$ cat config.mk
export PLATFORM = sky130hd
export DESIGN_NAME = vending_machine_multi_flat
export DESIGN_NICKNAME = d
export VERILOG_FILES = /design/src/rtl/vending_machine_multi_if.sv /design/src/rtl/vending_machine_multi.sv /design/src/flat_wrapper.sv
export SDC_FILE = /design/constraint.sdc
export NUM_CORES = 1
export LEC_CHECK = 0
export BUFFER_PORTS_ARGS = -buffer_cell sky130_fd_sc_hd__buf_2
export CAP_MARGIN = 20
export CORE_ASPECT_RATIO = 0.7
export CORE_MARGIN = 1
export CORE_UTILIZATION = 55
export DETAILED_ROUTE_END_ITERATION = 8
export MAX_ROUTING_LAYER = met4
export PLACE_DENSITY = 0.79
export SYNTH_ARGS = -nofsm -noshare
export SYNTH_HDL_FRONTEND = slang
export SYNTH_SLANG_ARGS = --single-unit
$ cat constraint.sdc
create_clock -name clock -period 6.25 [get_ports clock]
set_clock_uncertainty 0.1 [all_clocks]
set_input_delay 1.25 -clock clock [delete_from_list [all_inputs] [get_ports clock]]
set_output_delay 1.25 -clock clock [all_outputs]
set_load 0.005 [all_outputs]
$ cat src/rtl/vending_machine_multi_if.sv
// Bundled I/O of the multi-item vending machine: level inputs from the customer
// panel and one-cycle pulse outputs back to the mechanism.
interface vending_machine_multi_if #(
  parameter int NUM_ITEMS = 4,
  parameter int CREDIT_W  = 6
);
  // No back-pressure: inputs are levels sampled on every rising edge, and the
  // dispense/nickel_out/coin_reject outputs are single-cycle pulses that must be taken when seen.
  logic [NUM_ITEMS-1:0] item_number;
  logic                 nickel_in;
  logic                 dime_in;
  logic                 quarter_in;
  logic                 cancel;
  logic                 dispense;
  logic [NUM_ITEMS-1:0] dispensed_item;
  logic                 nickel_out;
  logic                 coin_reject;
  logic [CREDIT_W-1:0]  credit;
  logic                 busy;
  logic [NUM_ITEMS-1:0] sold_out;
  logic [1:0]           state_dbg;

  modport master (
    output item_number, nickel_in, dime_in, quarter_in, cancel,
    input  dispense, dispensed_item, nickel_out, coin_reject, credit, busy, sold_out, state_dbg
  );

  modport slave (
    input  item_number, nickel_in, dime_in, quarter_in, cancel,
    output dispense, dispensed_item, nickel_out, coin_reject, credit, busy, sold_out, state_dbg
  );
endinterface

$ cat src/rtl/vending_machine_multi.sv
// Multi-item vending machine: coin credit, one-hot item select, nickel change.
// Optional per-item stock tracking is enabled by defining VM_STOCK_TRACK_EN.
module vending_machine_multi #(
  parameter int NUM_ITEMS  = 4,
  parameter int CREDIT_W   = 6,
  parameter int PRICE_BASE = 3,
  parameter int PRICE_STEP = 1,
  parameter int STOCK_W    = 4,
  parameter int STOCK_INIT = 8
) (
  input  logic                    clock,
  input  logic                    reset,
  vending_machine_multi_if.slave  bus
);

  typedef enum logic [1:0] {
    IDLE    = 2'd0,
    COLLECT = 2'd1,
    VEND    = 2'd2,
    CHANGE  = 2'd3
  } state_t;

  localparam int             CW         = CREDIT_W + 4;
  localparam logic [CW-1:0]  CREDIT_MAX = CW'((1 << CREDIT_W) - 1);

  state_t               state_q, state_d;
  logic [CREDIT_W-1:0]  credit_q, credit_d, credit_coin;
  logic [2:0]           coin_prev_q, coin_prev_d, coin_edge;
  logic                 dispense_q, dispense_d;
  logic [NUM_ITEMS-1:0] dispensed_item_q, dispensed_item_d;
  logic                 nickel_out_q, nickel_out_d;
  logic                 coin_reject_q, coin_reject_d;
  logic [3:0]           coin_sum;
  logic [CW-1:0]        credit_sum, price_sel, vend_rem;
  logic                 coin_any, coin_ovf, coin_add;
  logic                 sel_onehot, sel_valid;
  logic [NUM_ITEMS-1:0] sold_out_vec;

  // A stock reset value of zero or one that does not fit STOCK_W is a configuration error.
  if (STOCK_INIT < 1 || STOCK_INIT >= (1 << STOCK_W)) begin : g_stock_init_out_of_range
  end

  always_comb begin
    coin_prev_d = {bus.quarter_in, bus.dime_in, bus.nickel_in};
    coin_edge   = coin_prev_d & ~coin_prev_q;
    coin_sum    = {3'b000, coin_edge[0]} + {2'b00, coin_edge[1], 1'b0} +
                  (coin_edge[2] ? 4'd5 : 4'd0);
    coin_any    = |coin_edge;
    credit_sum  = CW'(credit_q) + CW'(coin_sum);
    coin_ovf    = credit_sum > CREDIT_MAX;
    coin_add    = coin_any && !coin_ovf;
    credit_coin = coin_add ? credit_sum[CREDIT_W-1:0] : credit_q;

    price_sel = '0;
    for (int i = 0; i < NUM_ITEMS; i++) begin
      if (bus.item_number[i]) price_sel = CW'(PRICE_BASE + i * PRICE_STEP);
    end
    sel_onehot = (bus.item_number != '0) &&
                 ((bus.item_number & (bus.item_number - NUM_ITEMS'(1))) == '0);
    // Affordability uses the pre-coin credit; a coin in the same cycle still lands.
    sel_valid  = sel_onehot && (CW'(credit_q) >= price_sel) &&
                 ((bus.item_number & sold_out_vec) == '0);
    vend_rem   = CW'(credit_coin) - price_sel;
  end

  always_comb begin
    state_d          = state_q;
    credit_d         = credit_q;
    dispense_d       = 1'b0;
    dispensed_item_d = '0;
    nickel_out_d     = 1'b0;
    coin_reject_d    = 1'b0;
    case (state_q)
      IDLE, COLLECT: begin
        coin_reject_d = coin_any && coin_ovf;
        if (bus.cancel && state_q == COLLECT && credit_q != '0) begin
          state_d      = CHANGE;
          credit_d     = credit_coin;
          nickel_out_d = 1'b1;
        end else if (sel_valid) begin
          state_d          = VEND;
          credit_d         = vend_rem[CREDIT_W-1:0];
          dispense_d       = 1'b1;
          dispensed_item_d = bus.item_number;
        end else begin
          credit_d = credit_coin;
          if (coin_add) state_d = COLLECT;
        end
      end
      VEND: begin
        coin_reject_d = coin_any;
        if (credit_q != '0) begin
          state_d      = CHANGE;
          nickel_out_d = 1'b1;
        end else begin
          state_d = IDLE;
        end
      end
      CHANGE: begin
        coin_reject_d = coin_any;
        // nickel_out is high for every CHANGE cycle; the last one is when credit is 1.
        if (credit_q <= CREDIT_W'(1)) begin
          state_d  = IDLE;
          credit_d = '0;
        end else begin
          credit_d     = credit_q - CREDIT_W'(1);
          nickel_out_d = 1'b1;
        end
      end
      default: state_d = IDLE;
    endcase
  end

  always_ff @(posedge clock) begin
    if (!reset) begin
      state_q          <= IDLE;
      credit_q         <= '0;
      coin_prev_q      <= '0;
      dispense_q       <= 1'b0;
      dispensed_item_q <= '0;
      nickel_out_q     <= 1'b0;
      coin_reject_q    <= 1'b0;
    end else begin
      state_q          <= state_d;
      credit_q         <= credit_d;
      coin_prev_q      <= coin_prev_d;
      dispense_q       <= dispense_d;
      dispensed_item_q <= dispensed_item_d;
      nickel_out_q     <= nickel_out_d;
      coin_reject_q    <= coin_reject_d;
    end
  end

`ifdef VM_STOCK_TRACK_EN
  logic [STOCK_W-1:0] stock_q [NUM_ITEMS];
  logic [STOCK_W-1:0] stock_d [NUM_ITEMS];

  always_comb begin
    sold_out_vec = '0;
    for (int i = 0; i < NUM_ITEMS; i++) begin
      stock_d[i]      = stock_q[i];
      if (dispense_d && dispensed_item_d[i]) stock_d[i] = stock_q[i] - STOCK_W'(1);
      sold_out_vec[i] = (stock_q[i] == '0);
    end
  end

  always_ff @(posedge clock) begin
    if (!reset) begin
      for (int i = 0; i < NUM_ITEMS; i++) stock_q[i] <= STOCK_W'(STOCK_INIT);
    end else begin
      stock_q <= stock_d;
    end
  end
`else
  assign sold_out_vec = '0;
`endif

  assign bus.dispense       = dispense_q;
  assign bus.dispensed_item = dispensed_item_q;
  assign bus.nickel_out     = nickel_out_q;
  assign bus.coin_reject    = coin_reject_q;
  assign bus.credit         = credit_q;
  assign bus.busy           = (state_q == VEND) || (state_q == CHANGE);
  assign bus.sold_out       = sold_out_vec;
  assign bus.state_dbg      = state_q;

endmodule
$ cat src/flat_wrapper.sv
// flat-port wrapper written by rule: the top's interface ports become plain ports
module vending_machine_multi_flat 
#(
  parameter int NUM_ITEMS  = 4,
  parameter int CREDIT_W   = 6,
  parameter int PRICE_BASE = 3,
  parameter int PRICE_STEP = 1,
  parameter int STOCK_W    = 4,
  parameter int STOCK_INIT = 8
)
  (clock, reset, bus_item_number, bus_nickel_in, bus_dime_in, bus_quarter_in, bus_cancel, bus_dispense, bus_dispensed_item, bus_nickel_out, bus_coin_reject, bus_credit, bus_busy, bus_sold_out, bus_state_dbg);
  vending_machine_multi_if #(.NUM_ITEMS(NUM_ITEMS), .CREDIT_W(CREDIT_W)) bus_i ();
  input  logic clock;
  input  logic reset;
  input wire logic [$bits(bus_i.item_number)-1:0] bus_item_number;
  input wire logic [$bits(bus_i.nickel_in)-1:0] bus_nickel_in;
  input wire logic [$bits(bus_i.dime_in)-1:0] bus_dime_in;
  input wire logic [$bits(bus_i.quarter_in)-1:0] bus_quarter_in;
  input wire logic [$bits(bus_i.cancel)-1:0] bus_cancel;
  output wire logic [$bits(bus_i.dispense)-1:0] bus_dispense;
  output wire logic [$bits(bus_i.dispensed_item)-1:0] bus_dispensed_item;
  output wire logic [$bits(bus_i.nickel_out)-1:0] bus_nickel_out;
  output wire logic [$bits(bus_i.coin_reject)-1:0] bus_coin_reject;
  output wire logic [$bits(bus_i.credit)-1:0] bus_credit;
  output wire logic [$bits(bus_i.busy)-1:0] bus_busy;
  output wire logic [$bits(bus_i.sold_out)-1:0] bus_sold_out;
  output wire logic [$bits(bus_i.state_dbg)-1:0] bus_state_dbg;
  assign bus_i.item_number = bus_item_number;
  assign bus_i.nickel_in = bus_nickel_in;
  assign bus_i.dime_in = bus_dime_in;
  assign bus_i.quarter_in = bus_quarter_in;
  assign bus_i.cancel = bus_cancel;
  assign bus_dispense = bus_i.dispense;
  assign bus_dispensed_item = bus_i.dispensed_item;
  assign bus_nickel_out = bus_i.nickel_out;
  assign bus_coin_reject = bus_i.coin_reject;
  assign bus_credit = bus_i.credit;
  assign bus_busy = bus_i.busy;
  assign bus_sold_out = bus_i.sold_out;
  assign bus_state_dbg = bus_i.state_dbg;
  vending_machine_multi #(.NUM_ITEMS(NUM_ITEMS), .CREDIT_W(CREDIT_W), .PRICE_BASE(PRICE_BASE), .PRICE_STEP(PRICE_STEP), .STOCK_W(STOCK_W), .STOCK_INIT(STOCK_INIT)) u_core (.clock(clock), .reset(reset), .bus(bus_i));
endmodule
==> impl_results.md <==
- Pin count of the biggest net entering global routing: 23
- First-pass GRT wire length: around 6100 µm
- CTS tree: yes
- Critical R2R Capture: u_core.bus.credit[2]
- Critical Path RT: 6.34 ns
- Min Hold Slack: approximately 0.63 ns
- Die Span X: 65.6 µm
- Post-route cell area: 1720 µm²
- Synth Area in XOR/XNOR: roughly 4%
- Tmin final: ~5.0 ns
- Net Sw Frac: between 40% and 50%
- CP Class: in -> reg
- Clock Path Buffers: 2
- Number of synthesized flops with an enable pin: 0
- Outcome: complete, no violations
- Main synth FF type: dfxtp_1
- Fill cell count: between 200 and 250
- Post-DP HPWL: 2940 µm
- VDD IR max: ~0.00027 V
- Pre-antenna DRT Iters: 4
- Tot GR Track Use: around 29%
- Main combinational cell family by area after synthesis: simple AND/OR/NAND/NOR gates
- I/O pin count: 30
- P_sw: 0.312 mW
- Routed vias: 1463
- Mux contribution to synthesized area: about 4.1%
- Clock power frac: between 10% and 20%
- Synth cell types: 46
- Final setup fails: 0
- Avg Inst Size Synth: 8.29 µm²
- Root buf cell: clkbuf_8
- Hold Path Class: reg -> reg
- Unrepaired setup endpoints after global routing: false
- Post-layout util: roughly 67%
- Setup crit end: u_core.bus.credit[2]
- Htree depth: 1
- Fin. max-slew vios: 0
- DP Cell Count: approximately 240
- Max Freq: between 150 and 200 MHz
- Synth Area in Simple Gates: between 20 and 25%
- Via-per-instance ratio: around 6.0
- GP Congestion: slightly below 0.9
- Diodes inserted: 0
- Placed inst area: between 1500 and 2000 µm²
- TritonCTS Buffers: 3
- Die area: roughly 3100 µm²
- Layout cell share with drive strength beyond 1: between 15 and 20%
- Insertion delay to the later sink of the worst-skew pair: approximately 0.26 ns
- Core area: between 2000 and 3000 µm²
- Clk slew on worst S/H paths: about 0.07 ns
- Final period util: 80.5%
- Crit. End Element: register
- Worst setup startpoint: bus_quarter_in
- WL per Instance: roughly 16 µm
- Layout Cells excl Fill: about 240
- Sequential share of power: approximately 30%
- Initial DRC count: 95
- Ys async rst share: 0%
- Max-Cap Viols: 0
- Overall power: roughly 0.68 mW
- Final hold violation count: 0
- Num rows: 15
- Int Power: around 0.37 mW
- Sequential-to-total area share from yosys stat: between 20% and 30%
- Grt ovf: 0
- Syn. warnings: 0
- Slew HR: between 50% and 60%
- P&R area growth vs syn: 10.5%
- Netlist Area Pre-Place: 1560 µm²
- Post-CTS sizing: 0
- Post-Syn Instances: ~190
- Complex-gate fraction of the synthesized area: roughly 23%
- Cell count of the worst reg-to-reg path: 17
- Initial antenna violation count: 0
- Crit path DAT: about 5 ns
- PwrDens: slightly below 400 nW/µm²
- Startpoint Class: input port
- #FFs+latches synth: 18
- Setup total negative slack: 0 ns
- FF-to-FF Start: u_core.coin_prev_q[2]
- Pre-CTS setup slack: between 1 and 1.5 ns
- WL final: 3840 µm
- Port bufs: 25
- Die Y: ~47 µm
- Post-route worst setup slack: 1.22 ns
- Postcts setup bufs: 0
- Crit-path max FO: 4
- Flop-to-flop setup slack: 1.97 ns
- Fin nets: approximately 240
- Initial Utilization: approximately three fifths
- Cts hold-fix bufs: 0
- Post-DRT Antenna Nets: 0
- Combinational power share: between 50% and 60%
- Vias in the first global route: 1349
- Worst Tran Pin Value: between 0.7 and 0.8 ns
- Adder-Cell Fraction of Synth Area: between 10% and 20%
- # DRC: 0
- Sink Count: 18
- Leak: slightly above 0.8 nW
==> power groups by stage <==
stage / combinational, mW / sequential, mW / clock [mW]
final: 0.379 / 0.200 / 0.0989
after global routing: 0.419 / 0.205 / 0.106
after CTS: 0.374 / 0.199 / 0.0993
after detailed placement: 0.368 / 0.200 / 0
after global placement: 0.355 / 0.199 / 0
after floorplan: 0.302 / 0.170 / 0
==> layer usage <==
metal  part of all wire [%]  track usage (%)  vias to the layer above
met5                      0                -                        -
met4                    2.0             11.7                        0
met3                    8.5             9.16                       10
met2                     45             46.7                       69
met1                     44             32.6                      676
li1                       -                -                      708
==> flip-flops by register name (all words and copies together) (netlist names) <==
signal	cells
u_core.bus.credit	6
u_core.bus.dispensed_item	4
u_core.coin_prev_q	3
u_core.bus.state_dbg	2
u_core.bus.coin_reject	1
u_core.bus.dispense	1
u_core.bus.nickel_out	1
==> layout by cell type (no fill, tap or decap), drive strengths merged, types with 4 or more instances in the layout <==
cell | netlist | final
nor3 | 6 | 6
buf | 7 | 25
o21a | 4 | 4
dfxtp | 18 | 18
nor2 | 13 | 13
conb | 1 | 4
o21ai | 10 | 10
and2 | 8 | 8
nor3b | 4 | 4
clkbuf | 5 | 4
nand2b | 5 | 5
xnor2 | 4 | 4
a21o | 4 | 4
inv | 12 | 12
o211a | 4 | 4
ha | 14 | 14
nand3 | 4 | 4
nand2 | 12 | 12
a21oi | 10 | 10
==> critical path: stages <==
cell	delay, ns
buf_2	0.10
nand2b_1	0.13
inv_1	0.10
ha_1	0.22
ha_1	0.31
inv_1	0.06
fa_1	0.42
nand2b_1	0.24
a2111oi_4	0.40
nor2_1	0.18
mux2i_1	0.26
ha_1	0.18
inv_1	0.07
fa_1	0.43
xnor2_1	0.15
a21oi_1	0.20
o21ai_0	0.21
a21boi_0	0.20
==> cell families after synthesis <==
logic type | count (synthesis)
compound gates | 48
xor+xnor | 7
fa+ha+maj | 16
buf+inv | 24
flops | 18
mux | 6
other cells | 1
simple gates | 68
==> cells in the mapped netlist, types with 2 or more instances <==
| cell | number | area share (%) |
|---|---|---|
| xnor2_1 | 4 | 2.2 |
| a31oi_1 | 3 | 1.2 |
| xor2_1 | 3 | 1.7 |
| nor3b_1 | 3 | 1.4 |
| buf_2 | 2 | 0.64 |
| buf_4 | 4 | 1.9 |
| and3_1 | 3 | 1.2 |
| nor2_1 | 13 | 3.1 |
| clkbuf_1 | 5 | 1.2 |
| nor4b_1 | 3 | 1.7 |
| dfxtp_1 | 18 | 23 |
| or4_1 | 2 | 0.96 |
| a21oi_1 | 9 | 2.9 |
| mux2i_1 | 3 | 1.9 |
| and2_1 | 8 | 3.2 |
| ha_1 | 14 | 11 |
| nand2b_1 | 5 | 2.0 |
| o211a_1 | 4 | 2.6 |
| a21o_1 | 4 | 1.9 |
| nand3_1 | 4 | 1.3 |
| mux2_2 | 2 | 1.4 |
| inv_1 | 12 | 2.9 |
| or3_1 | 3 | 1.2 |
| a211oi_1 | 3 | 1.4 |
| a21boi_0 | 3 | 1.4 |
| o21a_1 | 4 | 1.9 |
| fa_1 | 2 | 2.6 |
| o21ai_0 | 10 | 3.2 |
| nor3_1 | 6 | 1.9 |
| nand2_1 | 12 | 2.9 |
| o211ai_1 | 2 | 0.96 |
==> final cells by class <==
type                    count  area (µm²)  share of cell area (%)
multi-input cells         149        1090                    63.5
flip-flops and latches     18         360                    20.9
repair buffers             25         125                    7.26
clock buffers               4        55.1                    3.20
inverters                  12        45.0                    2.61
well taps                  34        42.5                    2.47
==> worst min path at each step <==
stage | startpoint | to | slack [ns] | depth (start not counted)
finish | u_core.bus.state_dbg[0] | u_core.bus.nickel_out | 0.63 | 2
global route | u_core.bus.state_dbg[0] | u_core.bus.nickel_out | 0.68 | 2
CTS | u_core.bus.state_dbg[0] | u_core.bus.nickel_out | 0.62 | 2
detailed placement | u_core.bus.state_dbg[0] | u_core.bus.nickel_out | 0.60 | 2
global placement | u_core.bus.state_dbg[0] | u_core.bus.nickel_out | 0.59 | 2
floorplan | u_core.bus.state_dbg[1] | u_core.bus.nickel_out | 0.50 | 2
Power figures use the tool's default switching activity.
